<file path="src/rtl/mem_pkg.sv">
// Shared types, funct3 codes and access checks for the memory-stage LSU.
package mem_pkg;

   typedef enum logic [1:0] {
      IDLE = 2'd0,
      REQ  = 2'd1,
      WAIT = 2'd2,
      RESP = 2'd3
   } lsu_state_t;

   localparam logic [2:0] F3_B  = 3'b000;
   localparam logic [2:0] F3_H  = 3'b001;
   localparam logic [2:0] F3_W  = 3'b010;
   localparam logic [2:0] F3_BU = 3'b100;
   localparam logic [2:0] F3_HU = 3'b101;

   // Halfwords need an even address, words a 4-byte aligned address.
   function automatic logic is_misaligned(input logic [2:0] funct3, input logic [1:0] addr_lo);
      logic mis;
      mis = 1'b0;
      case (funct3)
         F3_H, F3_HU: mis = addr_lo[0];
         F3_W:        mis = (addr_lo != 2'b00);
         default:     mis = 1'b0;
      endcase
      return mis;
   endfunction

   // Stores only have signed-size codes; loads add the unsigned variants.
   function automatic logic is_legal(input logic [2:0] funct3, input logic store);
      logic ok;
      ok = (funct3 == F3_B) || (funct3 == F3_H) || (funct3 == F3_W);
      if (!store)
         ok = ok || (funct3 == F3_BU) || (funct3 == F3_HU);
      return ok;
   endfunction

endpackage

</file>
<file path="src/rtl/mem_align.sv">
// Byte-lane steering for stores and byte/half extraction with extension for loads.
module mem_align
   import mem_pkg::*;
(
   input  logic [2:0]  funct3,
   input  logic [1:0]  addr_lo,
   input  logic [31:0] rs2,
   input  logic [31:0] bus_rdata,
   output logic [3:0]  wstrb,
   output logic [31:0] wdata,
   output logic [31:0] ldata
);

   logic [31:0] shifted;

   // Move the addressed byte/half down to bit 0, then extend per access type.
   always_comb begin
      shifted = bus_rdata >> {addr_lo, 3'b000};
      wstrb   = 4'b0000;
      wdata   = rs2;
      ldata   = shifted;
      case (funct3)
         F3_B: begin
            wstrb = 4'b0001 << addr_lo;
            wdata = {4{rs2[7:0]}};
            ldata = {{24{shifted[7]}}, shifted[7:0]};
         end
         F3_H: begin
            wstrb = 4'b0011 << addr_lo;
            wdata = {2{rs2[15:0]}};
            ldata = {{16{shifted[15]}}, shifted[15:0]};
         end
         F3_W: begin
            wstrb = 4'b1111;
            wdata = rs2;
            ldata = bus_rdata;
         end
         F3_BU:   ldata = {24'd0, shifted[7:0]};
         F3_HU:   ldata = {16'd0, shifted[15:0]};
         default: ldata = 32'd0;
      endcase
   end

endmodule

</file>
<file path="src/rtl/mem_lsu.sv">
// Memory-stage load/store unit: one req/gnt + rvalid bus transaction per op,
// stalling upstream until the op completes.
module mem_lsu
   import mem_pkg::*;
#(
   parameter int XLEN       = 32,
   parameter bit BUS_ERR_EN = 1'b1
) (
   input  logic            clk,
   input  logic            rst,
   input  logic            op_valid,
   input  logic            op_store,
   input  logic [2:0]      op_funct3,
   input  logic [XLEN-1:0] op_addr,
   input  logic [XLEN-1:0] op_wdata,
   input  logic            flush,
   output logic            stall,
   output logic            done,
   output logic [XLEN-1:0] rdata,
   output logic            fault,
   output logic            bus_req,
   output logic            bus_we,
   output logic [XLEN-1:0] bus_addr,
   output logic [3:0]      bus_wstrb,
   output logic [XLEN-1:0] bus_wdata,
   input  logic            bus_gnt,
   input  logic            bus_rvalid,
   input  logic [XLEN-1:0] bus_rdata,
   input  logic            bus_err
);

   lsu_state_t  state, state_nx;
   logic [2:0]  f3_q;
   logic [1:0]  off_q;
   logic [2:0]  al_f3;
   logic [1:0]  al_off;
   logic [3:0]  al_wstrb;
   logic [31:0] al_wdata;
   logic [31:0] al_ldata;
   logic        accept;
   logic        bad;

   assign accept = (state == IDLE) && op_valid && !flush;
   assign bad    = !is_legal(op_funct3, op_store) || is_misaligned(op_funct3, op_addr[1:0]);

   // Store steering uses the live op at accept; load extraction uses the latched offset.
   assign al_f3  = (state == IDLE) ? op_funct3    : f3_q;
   assign al_off = (state == IDLE) ? op_addr[1:0] : off_q;

   mem_align u_align (
      .funct3    (al_f3),
      .addr_lo   (al_off),
      .rs2       (op_wdata),
      .bus_rdata (bus_rdata),
      .wstrb     (al_wstrb),
      .wdata     (al_wdata),
      .ldata     (al_ldata)
   );

   // Upstream is held from the accept cycle until the response cycle.
   always_comb begin
      stall = 1'b0;
      case (state)
         IDLE:      stall = op_valid && !flush;
         REQ, WAIT: stall = 1'b1;
         default:   stall = 1'b0;
      endcase
   end

   // State register.
   always_ff @(posedge clk or posedge rst) begin
      if (rst) state <= IDLE;
      else     state <= state_nx;
   end

   // Next-state: faulting ops skip the bus; flush only matters in IDLE.
   always_comb begin
      state_nx = state;
      case (state)
         IDLE: if (accept) state_nx = bad ? RESP : REQ;
         REQ:  if (bus_gnt) state_nx = WAIT;
         WAIT: if (bus_rvalid) state_nx = RESP;
         RESP: state_nx = IDLE;
         default: state_nx = IDLE;
      endcase
   end

   // Registered bus payload, response data, fault and done pulse.
   always_ff @(posedge clk or posedge rst) begin
      if (rst) begin
         done      <= 1'b0;
         fault     <= 1'b0;
         rdata     <= '0;
         bus_req   <= 1'b0;
         bus_we    <= 1'b0;
         bus_addr  <= '0;
         bus_wstrb <= 4'b0000;
         bus_wdata <= '0;
         f3_q      <= 3'b000;
         off_q     <= 2'b00;
      end else begin
         done <= 1'b0;
         case (state)
            IDLE: begin
               if (accept) begin
                  f3_q  <= op_funct3;
                  off_q <= op_addr[1:0];
                  fault <= bad;
                  if (bad) begin
                     rdata <= '0;
                     done  <= 1'b1;
                  end else begin
                     bus_req   <= 1'b1;
                     bus_we    <= op_store;
                     bus_addr  <= {op_addr[XLEN-1:2], 2'b00};
                     bus_wstrb <= op_store ? al_wstrb : 4'b0000;
                     bus_wdata <= op_store ? al_wdata : '0;
                  end
               end
            end
            REQ: if (bus_gnt) bus_req <= 1'b0;
            WAIT: begin
               if (bus_rvalid) begin
                  done  <= 1'b1;
                  rdata <= bus_we ? '0 : al_ldata;
                  fault <= bus_err & BUS_ERR_EN;
               end
            end
            default: ;
         endcase
      end
   end

endmodule

</file>
<file path="config.mk">
export PLATFORM = sky130hd
export DESIGN_NAME = mem_lsu
export DESIGN_NICKNAME = d
export VERILOG_FILES = /design/src/rtl/mem_pkg.sv /design/src/rtl/mem_align.sv /design/src/rtl/mem_lsu.sv
export SDC_FILE = /design/constraint.sdc
export NUM_CORES = 1
export LEC_CHECK = 0
export BUFFER_PORTS_ARGS = -buffer_cell sky130_fd_sc_hd__buf_2
export CORE_MARGIN = 4
export CORE_UTILIZATION = 49
export DETAILED_ROUTE_END_ITERATION = 10
export GPL_ROUTABILITY_DRIVEN = 0
export PLACE_DENSITY = 0.8
export SLEW_MARGIN = 10
export SYNTH_ARGS = -nofsm -noshare
export SYNTH_HDL_FRONTEND = slang
export SYNTH_SLANG_ARGS = --single-unit
</file>
<file path="constraint.sdc">
create_clock -name clk -period 3.8 [get_ports clk]
set_input_delay 0.38 -clock clk [delete_from_list [all_inputs] [get_ports clk]]
set_output_delay 0.38 -clock clk [all_outputs]
set_load 0.005 [all_outputs]
</file>
==> out/results.txt, run 1 <==
status: complete, no violations
Post-CTS Hold Buffers: 0
Worst slew margin: 25.5%
post-CTS setup buffer count: 0
Area Overhead vs Synth: 23.8%
Post-synth EDFFs: 0
max-cap viol count: 0
crit path max fanout: 32
Filler Cell Count: 892
WP data required: 4.06 ns
clk_skew: 0.0138 ns
fmax: 0.346 GHz
Post-Syn Instances: 508
post-route ant nets: 0
num rows: 38
nets@finish: 808
I/O Buffers: 209
Hold Crit Class: in2reg
die height: 113 um
Final Hold Fails: 0
layout cells sized above 1: 37.9%
first-pass GRT wire length: 25000 um
starting DRC count in detailed routing: 545
DP Cell Count: 826
initial core utilization: 50.2%
drt total wl: 15800 um
CTS tree: done
Async SR Flop Fraction: 100%
Die Area: 12900 um2
IO Count: 212
crit share post-route: 76.0%
Post-Syn Area: 5440 um2
GRT overflow: 0
vias in the first global route: 4946
Worst Setup End Kind: register
Mapped Avg Cell Area: 10.7 um2
Post-CTS Resized: 0
unrepaired setup endpoints after global routing: no
Reg2Reg Setup Slack: 0.91 ns
Power Density: 779 nW/um2
Global Route Usage Sum: 24.3%
die width: 113 um
wire per inst: 18.7 um
DRT Pass-1 Iters: 5
Setup crit start kind: register
Clock Pin Slew Worst Setup and Hold Paths: 0.11 ns
critical path class: reg2reg
total clock buffers created by CTS: 9
total negative setup slack: 0 ns
clk root buf: clkbuf_8
Hold Path Depth: 2
Vias/cell: 5.95
final instance area: 6740 um2
CORE AREA: 10800 um2
Longest Clk Path Bufs: 2
worst skew pair latency: 0.38 ns
Netlist cell types: 53
Period minus WS final: 2.89 ns
DRC Markers: 0
Cell Count, Final, Fillers Out: 843
VDD IR max: 0.387 mV
Seq/Total Area, Yosys: 50.1%
Placed Area: 6510 um2
Slew @ Worst Pin: 1.12 ns
Pins Over Slew Limit: 0
pin count of the biggest net entering global routing: 88
Worst EP arrival: 3.15 ns
P_leak: 0.00337 uW
initial antenna violation count: 2
clock sinks: 109
Detail Placement HPWL: 11700 um
final core occ: 62.1%
main flop type after synthesis: dfrtp_1
total number of yosys warnings: 0
CTS H-tree lvls: 3
via count: 5020
Finish-stage setup viols: 0
Yosys reg bits: 109
worst r2r path cells: 7
layout make-up:
type                       instances  area [um2]  area share (%)
tap                              140         175            2.60
clock buffer                      10         128            1.89
multi-input combinational        353        2460            36.5
inverter                           6        25.0           0.371
timing repair buffer             218        1130            16.7
antenna                            1        2.50          0.0371
sequential                       109        2730            40.5
clock inverter                     6        92.6            1.37
cell usage in the layout, fill, tap and decap left out, drive strengths merged, types with 11 or more instances in the layout:
cell | netlist | routed
a22o | 15 | 15
o31ai | 18 | 18
nand2 | 67 | 67
mux2i | 11 | 11
dfrtp | 109 | 109
a22oi | 13 | 13
nor2 | 24 | 24
o21ai | 49 | 49
a32oi | 18 | 18
buf | 31 | 218
mux2 | 47 | 47
a21oi | 17 | 17
stage by stage:
step	setup slack, ns	power, uW	hold WS, ns
2_1_floorplan	0.546	3520	0.473
3_3_place_gp	1.15	4360	0.455
3_5_place_dp	0.983	4470	0.469
4_1_cts	0.961	5260	0.192
5_1_grt	0.655	5610	0.194
6_report	0.910	5250	0.201
synthesized netlist by cell type (all sizes together), types with 3 or more instances:
cell / n / area, um2
nor2: 24 / 90.1
and2: 4 / 25.0
nor3: 4 / 20.0
a21oi: 17 / 85.1
mux2i: 11 / 114
nand2b: 7 / 43.8
o21ai: 49 / 245
o2bb2ai: 10 / 87.6
dfrtp: 109 / 2730
a22oi: 13 / 103
ha: 4 / 50.1
o31ai: 18 / 135
o32ai: 3 / 26.3
nor2b: 7 / 43.8
a22o: 15 / 131
mux2: 47 / 533
nand3: 3 / 15.0
buf: 31 / 209
inv: 6 / 22.5
o211ai: 3 / 22.5
a221o: 6 / 60.1
nand2: 67 / 251
a32oi: 18 / 158
clkbuf: 10 / 37.5
per-layer routing:
layer	GRT usage [%]	routed length [um]
met5	0	7
met3	4.03	1400
met2	41.0	7780
met1	31.4	6190
met4	9.78	415
power breakdown:
group	switching (uW)	internal (uW)
registers	305	1650
clock network	414	376
logic	1400	1110
total	2120	3130
sequential cells by signal, summed over array words and instances, names as in the netlist:
signal / cells
state: 2
fault: 1
bus_wdata: 32
rdata: 32
off_q: 2
bus_wstrb: 4
bus_req: 1
bus_addr: 30
done: 1
bus_we: 1
f3_q: 3
final timing paths:
check / startpoint / endpoint
max reg2reg: state[1] / rdata[12]
max in group asynchronous: rst / bus_wdata[4]
min in group asynchronous: rst / bus_addr[5]
max: state[1] / rdata[12]
min reg2reg: bus_wstrb[0] / bus_wstrb[0]
min: op_addr[15] / bus_addr[15]
worst max-delay path, cell delays in order (launching register included):
cell	delay, ns
dfrtp_1	0.42
inv_1	0.12
ha_1	0.21
buf_4	0.23
mux2i_1	0.10
a21oi_1	0.35
nand2_1	0.74
a221o_1	0.60
logic make-up after synthesis:
| family | share of synthesized area (%) |
|---|---|
| compound gates | 22.4 |
| fa+ha+maj | 0.920 |
| buf+inv | 4.95 |
| flops | 50.1 |
| mux | 11.9 |
| other cells | 0.0689 |
| simple gates | 9.66 |
(Power assumes the default switching activity.)
==> inputs of run 2 (changes only) <==
==> constraint.sdc (replaced) <==
create_clock -name clk -period 2.77 [get_ports clk]
set_input_delay 0.277 -clock clk [delete_from_list [all_inputs] [get_ports clk]]
set_output_delay 0.277 -clock clk [all_outputs]
set_load 0.005 [all_outputs]
==> run 2 against run 1 <==
Sequential power grew 37%. Power grew 38%. Flip-flop and latch count unchanged. Critical path depth grew 1. Critical path type unchanged. Highest routed layer is now met4.
==> out/results.txt, run 2 (same netlist as run 1, synthesis figures left out) <==
status: complete, no violations
Hold Crit Class: in2async
P_leak: 0.00341 uW (+1.2%)
Global Route Usage Sum: 24.3% (-0.078 points)
Vias/cell: 5.84 (-2.0%)
part of the power in combinational logic: 49.5% (+1.8 points)
Clock Pin Slew Worst Setup and Hold Paths: 0.10 ns (about the same)
crit share post-route: 88.7% (+13 points)
initial antenna violation count: 0 (-2)
pin count of the biggest net entering global routing: 75 (-15%)
initial core utilization: 50.2% (unchanged)
die height: 113 um (unchanged)
wire per inst: 18.5 um (-1.0%)
crit path max fanout: 23 (-28%)
Detail Placement HPWL: 11900 um (+1.9%)
Placed Area: 6590 um2 (+1.2%)
Finish-stage setup viols: 0 (unchanged)
WP data required: 3.09 ns (-0.97 ns)
Slew @ Worst Pin: 0.811 ns (-0.305 ns)
num rows: 38 (unchanged)
via count: 4979 (-0.82%)
met3 WL: 1240 um (-11%)
vias in the first global route: 4994 (+0.97%)
worst hold margin: 0.0362 ns (-0.165 ns)
M1 wire length: 6320 um (+2.1%)
final core occ: 62.8% (+0.65 points)
Int Power: 4330 uW (+38%)
fmax: 0.407 GHz (+18%)
Reg2Reg Setup Slack: 0.31 ns (-0.60 ns)
Longest Clk Path Bufs: 2 (unchanged)
Final Hold Fails: 0 (unchanged)
Setup crit start kind: register
clk root buf: clkbuf_8
starting DRC count in detailed routing: 542 (-0.55%)
Die Area: 12900 um2 (unchanged)
Post-CTS Hold Buffers: 0 (unchanged)
final instance area: 6810 um2 (+1.0%)
max-cap viol count: 0 (unchanged)
worst r2r path cells: 8 (+1)
VDD IR max: 0.481 mV (+24%)
Period minus WS final: 2.46 ns (-0.434 ns)
most frequent cells in the layout: buf_2 (209), dfrtp_1 (109), nand2_1 (67), o21ai_1 (39)
Power Density: 1070 nW/um2 (+37%)
total clock buffers created by CTS: 9 (unchanged)
Worst EP arrival: 2.77 ns (-0.38 ns)
total negative setup slack: 0 ns (unchanged)
Crit Reg-Reg Startpoint: state[1]
CTS H-tree lvls: 3 (unchanged)
layout cells sized above 1: 38.9% (+1.0 points)
Sequential Power Share: 36.8% (-0.4 points)
worst r2r dst: rdata[13]
Pins Over Slew Limit: 0 (unchanged)
IO Count: 212 (unchanged)
CTS tree: done
NetSw: 2930 uW (+38%)
DRC Markers: 0 (unchanged)
DRT Pass-1 Iters: 6 (+1)
die width: 113 um (unchanged)
CORE AREA: 10800 um2 (unchanged)
Worst slew margin: 45.9% (+20 points)
most common cell after layout, fill and taps aside: buf_2
worst skew pair latency: 0.37 ns (about the same)
WL met2: 7980 um (+2.5%)
clock sinks: 109 (unchanged)
I/O Buffers: 209 (unchanged)
nets@finish: 818 (+1.2%)
post-route ant nets: 0 (unchanged)
GRT overflow: 0 (unchanged)
Area Overhead vs Synth: 25.1%
first-pass GRT wire length: 25100 um (about the same)
unrepaired setup endpoints after global routing: no
drt total wl: 15800 um (+0.14%)
clk_skew: 0.00649 ns (-0.00733 ns)
critical path class: reg2reg
top flop regs: bus_wdata: 32 flops, rdata: 32 flops, bus_addr: 30 flops
switching portion of total power: 40.3% (-0.050 points)
Worst Setup End Kind: register
Clk pwr share: 13.7% (-1.4 points)
Top Layer Used: met4
==> run 2: worst max-delay path: stages, from the launching register on <==
cell      delay, ns
dfrtp_1        0.41
inv_1          0.10
ha_1           0.21
buf_4          0.29
mux2_2         0.43
nand2b_1       0.10
a22oi_2        0.14
nor3_1         0.50
a221o_1        0.20
==> run 2: worst max-delay path by stage <==
| stage | startpoint | to | slack, ns | depth (start not counted) |
|---|---|---|---|---|
| after floorplan | state[0] | rdata[14] | 0.42 | 10 |
| after global placement | state[0] | rdata[29] | 0.35 | 8 |
| after detailed placement | state[0] | rdata[27] | 0.17 | 8 |
| after CTS | state[0] | rdata[27] | 0.15 | 8 |
| after global routing | state[1] | rdata[30] | 0.15 | 8 |
| final | state[1] | rdata[13] | 0.31 | 8 |
==> run 2: area by class of cell <==
type,count,area [um2]
Fill cell,879,4030
Multi-Input combinational cell,353,2470
Tap cell,140,175
Sequential cell,109,2730
Clock buffer,11,141
Antenna cell,1,2.50
Inverter,6,26.3
Clock inverter,5,60.1
Timing Repair Buffer,228,1200
==> run 2: metal layers <==
| layer | global-route usage (%) | up-vias |
|---|---|---|
| met4 | 8.65 | 0 |
| li1 | - | 2279 |
| met5 | 0 | - |
| met2 | 42.5 | 248 |
| met3 | 3.71 | 25 |
| met1 | 30.6 | 2427 |
==> run 2: repair_timing <==
item                       4_1_cts  5_1_grt
setup endpoints to repair        0       18
gates resized for setup          0        2
setup buffers                    0        0
==> run 2: per-stage QoR <==
step,setup WS (ns),total power [uW],std cells
6_report,0.314,7260,853
5_1_grt,0.150,7750,852
4_1_cts,0.146,7230,852
3_5_place_dp,0.166,6240,836
3_3_place_gp,0.352,6070,836
2_1_floorplan,0.419,4830,509
==> run 2: power by group through the flow <==
stage	clock (uW)	combinational [uW]	sequential, uW
6_report	992	3590	2670
4_1_cts	1010	3550	2670
2_1_floorplan	0	2130	2700
3_5_place_dp	0	3540	2700
5_1_grt	1080	3920	2760
3_3_place_gp	0	3420	2660
==> inputs of run 3 (changes only) <==
--- a/config.mk
+++ b/config.mk
@@ -6,11 +6,14 @@
 export NUM_CORES = 1
 export LEC_CHECK = 0
 export BUFFER_PORTS_ARGS = -buffer_cell sky130_fd_sc_hd__buf_2
+export CELL_PAD_IN_SITES_DETAIL_PLACEMENT = 0
+export CELL_PAD_IN_SITES_GLOBAL_PLACEMENT = 2
 export CORE_MARGIN = 4
-export CORE_UTILIZATION = 49
+export CORE_UTILIZATION = 29
 export DETAILED_ROUTE_END_ITERATION = 10
 export GPL_ROUTABILITY_DRIVEN = 0
-export PLACE_DENSITY = 0.8
+export PLACE_DENSITY_LB_ADDON = 0.1
+export RECOVER_POWER = 100
 export SLEW_MARGIN = 10
 export SYNTH_ARGS = -nofsm -noshare
 export SYNTH_HDL_FRONTEND = slang
==> run 3 against run 2 <==
The flow now finishes with violations (capacitance limit, slew limit). Combinational power shrank 4%. Design area grew 1.6%. Die area grew 64%. Largest cell class unchanged. Non-clock buffer count grew 2. Core utilization shrank 25 points. Wire length grew 9.6%. Clock power grew 37%. First-iteration DRC count shrank 64%. Clock-buffer cell count shrank 2. Maximum frequency shrank 4.0%. Sequential share of layout area shrank 0.62 points. Via count shrank 4.9%.
==> out/results.txt, run 3 (same netlist as run 1, synthesis figures left out) <==
GRT overflow: 0 (unchanged)
Post-CTS Hold Buffers: 0 (unchanged)
Cell Count, Final, Fillers Out: 943 (+11%)
top flop regs: bus_wdata: 32 flops, rdata: 32 flops, bus_addr: 30 flops
worst setup margin: 0.212 ns (-0.102 ns)
vias in the first global route: 4922 (-1.4%)
DP Cell Count: 927 (+11%)
Period minus WS final: 2.56 ns (+0.102 ns)
Crit-path slowest cell: mux2_2
worst r2r path cells: 8 (unchanged)
Final Hold Fails: 0 (unchanged)
DRT Pass-1 Iters: 5 (-1)
first-pass GRT wire length: 28200 um (+13%)
Post-CTS Resized: 0 (unchanged)
failing checks: capacitance limit, slew limit
wire per inst: 18.4 um (-0.86%)
CTS tree: done
Pins Over Slew Limit: 37 (+37)
CORE AREA: 18200 um2 (+68%)
Setup crit start kind: register
final core occ: 38.0% (-25 points)
num rows: 49 (+29%)
Clock Pin Slew Worst Setup and Hold Paths: 0.08 ns (-0.02 ns)
post-placement worst setup slack: 0.227 ns (+0.0610 ns)
crit share post-route: 92.3% (+3.7 points)
n_diodes: 0 (-1)
drt total wl: 17300 um (+9.6%)
status: finished with violations
pin count of the biggest net entering global routing: 54 (-28%)
fmax: 0.391 GHz (-4.0%)
critical path cell sequence: inv_1 -> ha_1 -> buf_4 -> mux2_2 -> and2_1 -> a22oi_1 -> o2bb2ai_1 -> a221o_1
crit path max fanout: 34 (+48%)
Longest Clk Path Bufs: 2 (unchanged)
clock sinks: 109 (unchanged)
clk root buf: clkbuf_16
initial core utilization: 29.9% (-20 points)
layout cells sized above 1: 29.7% (-9.2 points)
die width: 145 um (+28%)
Worst Setup End Kind: register
VDD IR max: 0.404 mV (-16%)
IO Count: 212 (unchanged)
post-CTS setup buffer count: 0 (unchanged)
final instance area: 6910 um2 (+1.6%)
Worst EP arrival: 2.80 ns (+0.03 ns)
Hold Path Depth: 2
WP data required: 3.01 ns (-0.08 ns)
max-cap viol count: 1 (+1)
Die Area: 21000 um2 (+64%)
initial antenna violation count: 0 (unchanged)
DRC Markers: 0 (unchanged)
nets@finish: 820 (+0.24%)
Worst slew margin: -18.2% (-64 points)
die height: 145 um (+28%)
I/O Buffers: 209 (unchanged)
total negative setup slack: 0 ns (unchanged)
Hold Crit Class: in2reg
most common cell after layout, fill and taps aside: buf_2
P_leak: 0.00321 uW (-5.8%)
Slew @ Worst Pin: 1.76 ns (+0.952 ns)
Placed Area: 6760 um2 (+2.5%)
Area Overhead vs Synth: 27.1%
worst skew pair latency: 0.36 ns (about the same)
Global Route Usage Sum: 16.5% (-7.8 points)
total clock buffers created by CTS: 9 (unchanged)
most frequent cells in the layout: buf_2 (140), dfrtp_1 (109), clkbuf_1 (69), nand2_1 (67), o21ai_0 (36)
Filler Cell Count: 1922 (+120%)
Worst path max stage delay: 0.46 ns (-0.04 ns)
unrepaired setup endpoints after global routing: no
CTS H-tree lvls: 3 (unchanged)
critical path class: reg2reg
via count: 4735 (-4.9%)
clk_skew: 0.00990 ns (+0.00341 ns)
Vias/cell: 5.02 (-14%)
Power Density: 1080 nW/um2 (+1.2%)
post-route ant nets: 0 (unchanged)
Detail Placement HPWL: 13000 um (+9.2%)
starting DRC count in detailed routing: 194 (-64%)
Finish-stage setup viols: 0 (unchanged)
[run 3: cell count changes in the layout (fill, tap and decap cells not counted), moves of 4 or more]
cell       previous run  this run
buf_4                18        14
clkbuf_1              1        69
buf_2               209       140
clkbuf_2              0         5
o21ai_1              39        13
clkbuf_8             10         0
clkbuf_16             0         9
inv_6                 0         4
o21ai_0              10        36
[run 3: where the power goes]
part           switching, uW  internal, uW
Combinational           1970          1470
Sequential               399          2260
Clock                    645           716
Total                   3020          4450
[run 3: worst paths after layout]
path / from / endpoint / slack [ns]
max: state[0] / rdata[10] / 0.21
min: op_addr[5] / bus_addr[5] / 0.13
max reg2reg: state[0] / rdata[10] / 0.21
min reg2reg: bus_wdata[28] / bus_wdata[28] / 0.48
max in group asynchronous: rst / rdata[2] / 0.80
min in group asynchronous: rst / bus_wdata[13] / 0.35
[run 3: metrics by stage]
stage          power, uW  hold slack [ns]
5_1_grt             8100            0.119
3_5_place_dp        6350            0.461
6_report            7460            0.129
2_1_floorplan       4830            0.398
4_1_cts             7750            0.113
3_3_place_gp        6290            0.454
[run 3: layer usage]
layer | up-vias | part of all wire [%] | track usage [%]
met4 | 0 | 1.3 | 4.85
met3 | 13 | 6.5 | 4.43
li1 | 2287 | - | -
met1 | 2290 | 46 | 22.2
met5 | - | 0 | 0
met2 | 145 | 46 | 26.2
[run 3: area by class of cell]
type | instances | area [um2] | share of cell area [%]
sequential | 109 | 2730 | 39.4
multi-input combinational | 353 | 2470 | 35.7
timing repair buffer | 230 | 1100 | 16.0
tap | 229 | 287 | 4.14
clock buffer | 9 | 225 | 3.26
clock inverter | 7 | 78.8 | 1.14
inverter | 6 | 23.8 | 0.344
[run 3: worst max-delay path: cells and delay by family, from the launching register on]
family / cells / cell delay, ns
simple gates: 1 / 0.22
mux: 1 / 0.46
fa+ha+maj: 1 / 0.20
buf+inv: 2 / 0.48
flops: 1 / 0.42
compound gates: 3 / 0.66
